==> src/rtl/imem_fetch_ctrl_pkg.sv <==
// Shared widths, FSM encoding and fetch payload type for the instruction fetch sequencer.
package imem_fetch_ctrl_pkg;

  localparam int unsigned WORD_LENGTH   = 16;
  localparam int unsigned ADDRESS_SPACE = 21;

  localparam logic [ADDRESS_SPACE-1:0] RESET_VEC_DEFAULT = ADDRESS_SPACE'(0);
  localparam logic [ADDRESS_SPACE-1:0] INT_VEC_DEFAULT   = ADDRESS_SPACE'(2);

  typedef enum logic [1:0] {
    ST_VEC_HI = 2'd0,
    ST_VEC_LO = 2'd1,
    ST_VEC_WB = 2'd2,
    ST_FETCH  = 2'd3
  } fetch_state_t;

  // One fetched instruction together with the address it came from.
  typedef struct packed {
    logic [WORD_LENGTH-1:0]   data;
    logic [ADDRESS_SPACE-1:0] pc;
  } fetch_word_t;

  // Build a PC from the high/low vector words; bits above the address width are dropped.
  function automatic logic [ADDRESS_SPACE-1:0] vec_join(
    input logic [WORD_LENGTH-1:0] hi,
    input logic [WORD_LENGTH-1:0] lo
  );
    return ADDRESS_SPACE'({hi, lo});
  endfunction

endpackage

==> src/rtl/imem_fetch_ctrl_skid_buf.sv <==
// Single-entry hold register that keeps a fetched word alive while IF/ID is stalled.
module imem_fetch_ctrl_skid_buf
  import imem_fetch_ctrl_pkg::*;
(
  input  logic        clk,
  input  logic        reset,
  input  logic        capture,
  input  logic        drain,
  input  logic        flush,
  input  fetch_word_t din,
  output fetch_word_t dout,
  output logic        valid
);

  // Flush beats capture beats drain; payload only loads on capture.
  always_ff @(posedge clk) begin
    if (!reset) begin
      valid <= 1'b0;
      dout  <= '0;
    end else if (flush) begin
      valid <= 1'b0;
    end else if (capture) begin
      valid <= 1'b1;
      dout  <= din;
    end else if (drain) begin
      valid <= 1'b0;
    end
  end

endmodule

==> src/rtl/imem_fetch_ctrl.sv <==
// Instruction fetch sequencer: vector load, sequential fetch, stall hold, redirect and interrupt entry.
module imem_fetch_ctrl
  import imem_fetch_ctrl_pkg::*;
#(
  parameter logic [ADDRESS_SPACE-1:0] RESET_VEC_ADDR = RESET_VEC_DEFAULT,
  parameter logic [ADDRESS_SPACE-1:0] INT_VEC_ADDR   = INT_VEC_DEFAULT
) (
  input  logic                     clk,
  input  logic                     reset,
  output logic [ADDRESS_SPACE-1:0] mem_addr,
  output logic                     mem_en,
  input  logic [WORD_LENGTH-1:0]   mem_data,
  input  logic                     stall,
  input  logic                     redirect,
  input  logic [ADDRESS_SPACE-1:0] redirect_pc,
  input  logic                     int_req,
  output logic                     int_ack,
  output logic [ADDRESS_SPACE-1:0] int_ret_pc,
  output logic [WORD_LENGTH-1:0]   instr,
  output logic [ADDRESS_SPACE-1:0] instr_pc,
  output logic                     instr_valid
);

  fetch_state_t             state, state_nxt;
  logic [ADDRESS_SPACE-1:0] vec_base, vec_base_nxt;
  logic [ADDRESS_SPACE-1:0] pc, pc_nxt;
  logic [WORD_LENGTH-1:0]   vec_hi, vec_hi_nxt;
  logic                     inflight, inflight_nxt;
  logic [ADDRESS_SPACE-1:0] inflight_pc, inflight_pc_nxt;
  logic                     int_ack_nxt;
  logic [ADDRESS_SPACE-1:0] int_ret_pc_nxt;

  logic        hold_capture, hold_drain, hold_flush;
  logic        hold_valid;
  logic        out_kill;
  fetch_word_t hold;
  fetch_word_t hold_din;

  assign hold_din.data = mem_data;
  assign hold_din.pc   = inflight_pc;

  imem_fetch_ctrl_skid_buf u_skid (
    .clk     (clk),
    .reset   (reset),
    .capture (hold_capture),
    .drain   (hold_drain),
    .flush   (hold_flush),
    .din     (hold_din),
    .dout    (hold),
    .valid   (hold_valid)
  );

  // State and datapath registers; synchronous reset restarts the reset-vector load.
  always_ff @(posedge clk) begin
    if (!reset) begin
      state       <= ST_VEC_HI;
      vec_base    <= RESET_VEC_ADDR;
      pc          <= '0;
      vec_hi      <= '0;
      inflight    <= 1'b0;
      inflight_pc <= '0;
      int_ack     <= 1'b0;
      int_ret_pc  <= '0;
    end else begin
      state       <= state_nxt;
      vec_base    <= vec_base_nxt;
      pc          <= pc_nxt;
      vec_hi      <= vec_hi_nxt;
      inflight    <= inflight_nxt;
      inflight_pc <= inflight_pc_nxt;
      int_ack     <= int_ack_nxt;
      int_ret_pc  <= int_ret_pc_nxt;
    end
  end

  // Next-state, memory request and hold control; redirect outranks interrupt outranks normal fetch.
  always_comb begin
    state_nxt       = state;
    vec_base_nxt    = vec_base;
    pc_nxt          = pc;
    vec_hi_nxt      = vec_hi;
    inflight_nxt    = 1'b0;
    inflight_pc_nxt = inflight_pc;
    int_ack_nxt     = 1'b0;
    int_ret_pc_nxt  = int_ret_pc;
    mem_en          = 1'b0;
    mem_addr        = pc;
    hold_capture    = 1'b0;
    hold_drain      = 1'b0;
    hold_flush      = 1'b0;
    out_kill        = 1'b0;

    unique case (state)
      ST_VEC_HI: begin
        mem_en    = 1'b1;
        mem_addr  = vec_base;
        state_nxt = ST_VEC_LO;
      end
      ST_VEC_LO: begin
        mem_en     = 1'b1;
        mem_addr   = vec_base + ADDRESS_SPACE'(1);
        vec_hi_nxt = mem_data;
        state_nxt  = ST_VEC_WB;
      end
      ST_VEC_WB: begin
        pc_nxt    = vec_join(vec_hi, mem_data);
        state_nxt = ST_FETCH;
      end
      ST_FETCH: begin
        if (redirect) begin
          pc_nxt     = redirect_pc;
          hold_flush = 1'b1;
          out_kill   = 1'b1;
        end else if (int_req && !stall) begin
          // Whatever is presented this cycle is squashed, so the return PC is the oldest unconsumed one.
          int_ack_nxt    = 1'b1;
          int_ret_pc_nxt = hold_valid ? hold.pc : (inflight ? inflight_pc : pc);
          hold_flush     = 1'b1;
          out_kill       = 1'b1;
          vec_base_nxt   = INT_VEC_ADDR;
          state_nxt      = ST_VEC_HI;
        end else if (stall) begin
          hold_capture = inflight && !hold_valid;
        end else if (hold_valid) begin
          hold_drain = 1'b1;
        end else begin
          mem_en          = 1'b1;
          mem_addr        = pc;
          pc_nxt          = pc + ADDRESS_SPACE'(1);
          inflight_nxt    = 1'b1;
          inflight_pc_nxt = pc;
        end
      end
      default: begin
        state_nxt = ST_VEC_HI;
      end
    endcase
  end

  // Output mux: held word has precedence over the word arriving from memory.
  always_comb begin
    instr       = hold_valid ? hold.data : mem_data;
    instr_pc    = hold_valid ? hold.pc   : inflight_pc;
    instr_valid = (state == ST_FETCH) && !out_kill && (hold_valid || inflight);
  end

endmodule
==> config.mk <==
export PLATFORM = sky130hd
export DESIGN_NAME = imem_fetch_ctrl
export DESIGN_NICKNAME = d
export VERILOG_FILES = /design/src/rtl/imem_fetch_ctrl_pkg.sv /design/src/rtl/imem_fetch_ctrl_skid_buf.sv /design/src/rtl/imem_fetch_ctrl.sv
export SDC_FILE = /design/constraint.sdc
export NUM_CORES = 1
export LEC_CHECK = 0
export ABC_AREA = 1
export ABC_CLOCK_PERIOD_IN_PS = 2960
export BUFFER_PORTS_ARGS = -buffer_cell sky130_fd_sc_hd__buf_2
export CELL_PAD_IN_SITES_DETAIL_PLACEMENT = 0
export CELL_PAD_IN_SITES_GLOBAL_PLACEMENT = 2
export CORE_ASPECT_RATIO = 1.75
export CORE_MARGIN = 2
export CORE_UTILIZATION = 31
export DETAILED_ROUTE_END_ITERATION = 16
export GPL_TIMING_DRIVEN = 0
export PLACE_DENSITY_LB_ADDON = 0.1
export SLEW_MARGIN = 0
export SYNTH_ARGS = -nofsm -noshare
export SYNTH_HDL_FRONTEND = slang
export SYNTH_SLANG_ARGS = --single-unit
==> constraint.sdc <==
create_clock -name clk -period 2.96 [get_ports clk]
set_clock_uncertainty 0.15 [all_clocks]
set_input_delay 0.148 -clock clk [delete_from_list [all_inputs] [get_ports clk]]
set_output_delay 0.148 -clock clk [all_outputs]
set_load 0.005 [all_outputs]
==> flow_summary.json, run 1 <==
{
  "antennaDiodeCount": 0,
  "most-common-layout-cells": "buf_2 (145), o21ai_0 (137), nand2_1 (135)",
  "fmax_ghz": 0.385,
  "coreArea_mm2": 0.0175,
  "synth_adder_area_share_pct": 1.36,
  "final_cells": 1203,
  "period_needed_ns": 2.60,
  "synth_top_family_by_area": "compound AO/OA/AOI/OAI gates",
  "syn2layout_area_growth_pct": 24.3,
  "hpwl_um": 16600,
  "avgViaCountPerCell": 4.94,
  "crit_start": "state[1]",
  "setup_tns_ns": 0,
  "antenna_found_initial": 0,
  "yosys_warnings": 0,
  "ys_seq_area_share_pct": 40.1,
  "synthCells": 820,
  "drtIter0Drc": 291,
  "finalHoldViolCount": 0,
  "wire_per_inst_um": 17.1,
  "clkTransAtPathRegs_ns": 0.08,
  "endpoint_kind": "output port",
  "grt_pass1_wl_um": 32300,
  "cp_max_fo": 10,
  "synth.avg_cell_area_um2": 6.76,
  "totalWireLength_um": 20600,
  "overflow": 0,
  "die_width_um": 105,
  "synth_xor_area_share_pct": 0.474,
  "row_count": 64,
  "boundaryPins": 124,
  "multi_input_area_mm2": 0.00278,
  "dp_cells": 1173,
  "ys_types": 30,
  "cts.root.buffer_cell": "clkbuf_16",
  "power.density_mw_per_mm2": 675,
  "syn_area_mm2": 0.00554,
  "ant_nets": 0,
  "cts_num_sinks": 111,
  "pwr-share-comb_pct": 30.4,
  "crit_path_start_kind": "register",
  "ir_drop_mv": 0.277,
  "htreeDepth": 3,
  "hp-start": "mem_data[3]",
  "grt_max_degree": 20,
  "synth.ff_latch_count": 111,
  "p_int_w": 0.00283,
  "cp_num_buf_inv": 5,
  "p_switching_w": 0.00181,
  "final_nets": 1015,
  "synthSimpleGateAreaFrac_pct": 23.2,
  "pwr-share-clk_pct": 27.4,
  "grt_use_total_pct": 22.0,
  "die_y_um": 181,
  "slew_violations": 0,
  "fin_crit_sh_pct": 87.8,
  "critPathMaxStageDelay_ns": 0.41,
  "timing.critical_path.mode_cell": "buf_2",
  "start_util_pct": 31.6,
  "io_buffers": 122,
  "vias": 5947,
  "dr.pass1.iters": 4,
  "synth-compound-area-share_pct": 25.2,
  "p_leak_nw": 2.98,
  "worst_ep_arrival_time_ns": 2.30,
  "required_ns": 2.66,
  "gp_congestion": 0.838,
  "worstPathCellList": "inv_1, ha_1, buf_2, nor2_1, clkinvlp_4, buf_2, nor2_1, buf_2",
  "slew_headroom_pct": 60.1,
  "final_area_mm2": 0.00689,
  "seqCellArea_mm2": 0.00222,
  "fillCellCount": 1995,
  "placed_area_mm2": 0.00644,
  "switching_share_pct": 39.0,
  "drive_above_1_share_pct": 19.0,
  "r2r-start": "state[1]",
  "muxShareOfSynthArea_pct": 0,
  "max-clock-path-buffers": 2,
  "crit_path_top_delay_cell": "dfxtp_1",
  "cts-buffers-inserted": 9,
  "grt_pass1_vias": 6009,
  "critPathTopFamily": "buffers and inverters",
  "final_common_cell": "buf_2",
  "die_area_mm2": 0.0190,
  "route.detailed.drc": 0,
  "worst_pin_slew_ns": 0.599,
  "syn_nets": 868,
  "rsz0062_at_grt": "false",
  "crit_type": "register to output port",
  "min_path_type": "input port to register",
  "cts_tree": "yes",
  "pwr-share-seq_pct": 42.2,
  "insertion_delay_ns": 0.35,
  "outcome": "finished clean",
  "setup_violations": 0,
  "drv_cap": 0
}
-- cell type report --
| type | instances | area share (%) |
|---|---|---|
| Timing Repair Buffer | 136 | 10.9 |
| Clock buffer | 10 | 3.33 |
| Clock inverter | 6 | 1.09 |
| Inverter | 78 | 4.31 |
| Tap cell | 231 | 4.20 |
| Multi-Input combinational cell | 578 | 40.4 |
| Sequential cell | 111 | 32.3 |
| Buffer | 53 | 3.53 |
-- sequential cells by signal, summed over array words and instances (netlist names) --
| signal | flops |
|---|---|
| u_skid.dout | 37 |
| int_ack | 1 |
| u_skid.valid | 1 |
| int_ret_pc | 21 |
| state | 2 |
| inflight_pc | 21 |
| inflight | 1 |
| pc | 21 |
| vec_hi | 5 |
| vec_base | 1 |
-- timing repair --
item,in CTS,in global routing
hold endpoints to repair,15,0
setup endpoints to repair,0,10
buffers inserted,0,1
hold buffers,13,0
gates resized for setup,0,1
-- worst register-to-register path, cell delays in order, from the launching register on --
cell and delay, ns:
dfxtp_1 0.41, ha_1 0.25, nand2_4 0.12, nor2_4 0.14, nand3_2 0.16, inv_2 0.23, buf_4 0.28, o21ai_0 0.12
a21oi_1 0.15
-- cell usage after synthesis, drive strengths merged --
master / number / area, µm²
o21ai: 146 / 731
nand2: 140 / 543
dfxtp: 111 / 2220
a21oi: 102 / 510
nor2: 81 / 344
inv: 76 / 285
nand3: 46 / 235
buf: 30 / 156
clkbuf: 23 / 86.3
nor3: 22 / 110
a31oi: 20 / 125
ha: 6 / 75.1
nand4: 6 / 37.5
xor2: 3 / 26.3
clkinv: 2 / 7.51
a211oi: 1 / 7.51
nand3b: 1 / 7.51
nor3b: 1 / 7.51
o211ai: 1 / 7.51
o221ai: 1 / 8.76
o22ai: 1 / 6.26
-- power groups by stage --
stage	Sequential [W]	Clock (W)	Combinational, W
after floorplan	0.00189	0	0.000875
after global placement	0.00198	0	0.00137
after detailed placement	0.00199	0	0.00138
after CTS	0.00195	0.00131	0.00140
after global routing	0.00199	0.00137	0.00160
final	0.00196	0.00127	0.00141
-- routing by layer --
layer	vias up	share of wire, %	track usage, %
li1	3033	-	-
met1	2739	40	24.1
met2	140	52	41.1
met3	35	4.0	3.90
met4	0	3.3	8.96
met5	-	0	0
-- stage by stage --
stage / power, W / worst slack [ns] / hold WS (ns) / utilization, %
6_report: 0.00464 / 0.360 / 0.0104 / 39.3
5_1_grt: 0.00495 / 0.171 / 0.0104 / 39.3
4_1_cts: 0.00467 / 0.0422 / 0.00260 / 39.2
3_5_place_dp: 0.00337 / 0.437 / 0.275 / 36.7
3_3_place_gp: 0.00336 / 0.492 / 0.261 / 36.7
2_1_floorplan: 0.00276 / 1.16 / 0.133 / -
-- kinds of logic after synthesis --
logic type	count (synthesis)
buffers and inverters	131
adders and majority gates	6
xor gates and xnor gates	3
and+or+nand+nor	297
DFF	111
AOI/OAI and AO/OA	272
-- worst paths after layout --
kind,endpoint,slack (ns),cells after the start
hold reg to reg,vec_base[1],0.30,2
setup reg to reg,u_skid.dout[35],0.88,8
setup / recovery,mem_addr[10],0.36,8
hold / removal,u_skid.dout[24],0.01,3
Power figures use the tool's default switching activity.
==> inputs of run 2 (changes only) <==
--- a/config.mk
+++ b/config.mk
@@ -12,11 +12,12 @@
 export CELL_PAD_IN_SITES_GLOBAL_PLACEMENT = 2
 export CORE_ASPECT_RATIO = 1.75
 export CORE_MARGIN = 2
-export CORE_UTILIZATION = 31
+export CORE_UTILIZATION = 32
 export DETAILED_ROUTE_END_ITERATION = 16
 export GPL_TIMING_DRIVEN = 0
 export PLACE_DENSITY_LB_ADDON = 0.1
 export SLEW_MARGIN = 0
 export SYNTH_ARGS = -nofsm -noshare
 export SYNTH_HDL_FRONTEND = slang
+export SYNTH_HIERARCHICAL = 1
 export SYNTH_SLANG_ARGS = --single-unit
==> flow_summary.json, run 2 <==
{
  "outcome": "finished clean",
  "min_path_type": "input port to register",
  "worst_pin_slew_ns": 0.750,
  "htreeDepth": 3,
  "insertion_delay_ns": 0.36,
  "crit_path_top_delay_cell": "dfxtp_1",
  "grt_pass1_vias": 6480,
  "worst_ep_arrival_time_ns": 2.32,
  "drive_above_1_share_pct": 22.2,
  "drv_cap": 0,
  "r2r-start": "state[1]",
  "critPathTopFamily": "buffers and inverters",
  "syn_area_mm2": 0.00611,
  "multi_input_area_mm2": 0.00324,
  "muxShareOfSynthArea_pct": 0,
  "ys.flop_type": "dfxtp_1",
  "period_needed_ns": 2.62,
  "boundaryPins": 124,
  "coreArea_mm2": 0.0187,
  "syn2layout_area_growth_pct": 22.5,
  "synth_adder_area_share_pct": 1.23,
  "slew_violations": 0,
  "fin_crit_sh_pct": 88.5,
  "fmax_ghz": 0.382,
  "hold-worst-slack_ns": 0.0120,
  "cts_num_sinks": 111,
  "yosysTopAreaCellShare_pct": 36.4,
  "required_ns": 2.66,
  "crit_type": "register to output port",
  "synth-compound-area-share_pct": 17.4,
  "grt_use_total_pct": 24.4,
  "grt_pass1_wl_um": 37100,
  "cts-buffers-inserted": 9,
  "die_width_um": 108,
  "yosys_warnings": 6,
  "crit_path_start_kind": "register",
  "fillCellCount": 2197,
  "io_buffers": 122,
  "avgViaCountPerCell": 4.93,
  "worst_r2r_path_depth": 10,
  "finalHoldViolCount": 0,
  "cts.root.buffer_cell": "clkbuf_16",
  "endpoint_kind": "output port",
  "totalWireLength_um": 24400,
  "row_count": 66,
  "die_area_mm2": 0.0203,
  "cts_tree": "yes",
  "synthSimpleGateAreaFrac_pct": 33.7,
  "synthTopCellsByArea": "dfxtp_1 (36%), nand2_1 (13%), nor2_1 (8.8%)",
  "cp_max_fo": 10,
  "most-common-layout-cells": "nand2_1 (210), nor2_1 (142), buf_2 (140)",
  "setup_tns_ns": 0,
  "rsz0062_at_grt": "false",
  "r2r_end": "u_skid/dout[0]",
  "synth.avg_cell_area_um2": 6.60,
  "synth_common_cells": "nand2_1 (210), nor2_1 (143), dfxtp_1 (111)",
  "syn_nets": 974,
  "overflow": 0,
  "synth_area_leader_cell": "dfxtp_1",
  "hpwl_um": 18600,
  "power.density_mw_per_mm2": 635,
  "slew_headroom_pct": 50.0,
  "setup_violations": 0,
  "antenna_found_initial": 0,
  "ir_drop_mv": 0.274,
  "min_to": "pc[15]",
  "final_core_util_pct": 40.1,
  "ys_seq_area_share_pct": 36.4,
  "hp-start": "redirect_pc[15]",
  "cp_num_buf_inv": 4,
  "antennaDiodeCount": 0,
  "critPathMaxStageDelay_ns": 0.40,
  "start_util_pct": 32.7,
  "ys_types": 34,
  "synth_top_family_by_area": "simple AND/OR/NAND/NOR gates",
  "synth_xor_area_share_pct": 0.573,
  "route.detailed.drc": 0,
  "die_y_um": 187,
  "synthCells": 926,
  "synth_edf_count": 0,
  "final_nets": 1125,
  "vias": 6504,
  "largest_reg_flops": 37,
  "reg2reg_slack_ns": 0.50,
  "p_leak_nw": 3.27,
  "dr.pass1.iters": 5,
  "synth_most_common_cell": "nand2_1",
  "gp_congestion": 0.838,
  "seqCellArea_mm2": 0.00222,
  "ant_nets": 0,
  "clkTransAtPathRegs_ns": 0.08,
  "top_register": "u_skid/dout",
  "wire_per_inst_um": 18.5,
  "max-clock-path-buffers": 2,
  "power.total_w": 0.00475,
  "synth.ff_latch_count": 111,
  "drtIter0Drc": 317,
  "holdPathStages": 5,
  "final_common_cell": "nand2_1",
  "grt_max_degree": 20,
  "worstPathCellList": "inv_1, ha_1, nor2_2, clkinvlp_4, clkbuf_1, nor2_1, buf_2",
  "async_reset_ff_share_pct": 0
}
-- run 2: kinds of logic after synthesis --
logic type | Yosys count
flip-flops | 111
AO/OA/AOI/OAI | 198
AND/OR/NAND/NOR | 464
buffers and inverters | 143
adder cells (fa/ha/maj) | 6
XOR/XNOR | 4
-- run 2: layer usage --
layer  up-vias  routed length (µm)  track usage (%)
met5         -                   0                0
met4         0                 725             8.73
met3        31                 800             2.58
met2       154               12800             44.5
met1      3043               10000             28.9
li1       3276                   -                -
-- run 2: what timing repair did --
item                       in CTS  in global routing
hold buffers                   16                  0
buffers inserted                0                  2
resized for setup               0                  2
hold endpoints to repair       23                  0
setup endpoints to repair       0                 10
-- run 2: layout make-up --
type / count / area share [%]
Tap cell: 238 / 3.98
Timing Repair Buffer: 140 / 10.5
Multi-Input combinational cell: 672 / 43.2
Buffer: 56 / 4.38
Clock buffer: 9 / 3.01
Inverter: 87 / 4.41
Clock inverter: 6 / 0.786
Sequential cell: 111 / 29.7
-- run 2: worst min-delay path: cells and delay by family --
kind / cells / cell delay (ns)
AO/OA/AOI/OAI: 1 / 0.05
AND/OR/NAND/NOR: 3 / 0.18
buffers and inverters: 1 / 0.09
-- run 2: worst max-delay path by stage --
| stage | from | endpoint | slack (ns) | depth (start not counted) |
|---|---|---|---|---|
| 2_1_floorplan | state[1] | u_skid/dout[21] | 0.92 | 11 |
| 4_1_cts | state[1] | mem_addr[20] | 0.03 | 7 |
| 3_5_place_dp | state[1] | mem_addr[20] | 0.43 | 7 |
| 3_3_place_gp | state[1] | mem_addr[20] | 0.35 | 7 |
| 6_report | state[1] | mem_addr[12] | 0.34 | 7 |
| 5_1_grt | state[1] | mem_addr[9] | 0.12 | 7 |
-- run 2: where the power goes --
| group | switching [W] | total, W | internal, W | leakage, nW |
|---|---|---|---|---|
| logic | 0.000935 | 0.00147 | 0.000532 | 2.24 |
| registers | 0.000373 | 0.00206 | 0.00169 | 0.899 |
| clock network | 0.000641 | 0.00122 | 0.000584 | 0.128 |
| total | 0.00195 | 0.00475 | 0.00280 | 3.27 |
-- run 2: stage by stage --
| step | area, µm² | setup WS [ns] | instances |
|---|---|---|---|
| after floorplan | 6110 | 0.924 | 926 |
| final | 7480 | 0.341 | 1319 |
| after global placement | 7020 | 0.348 | 1286 |
| after CTS | 7460 | 0.0314 | 1317 |
| after detailed placement | 7020 | 0.425 | 1286 |
| after global routing | 7480 | 0.121 | 1319 |
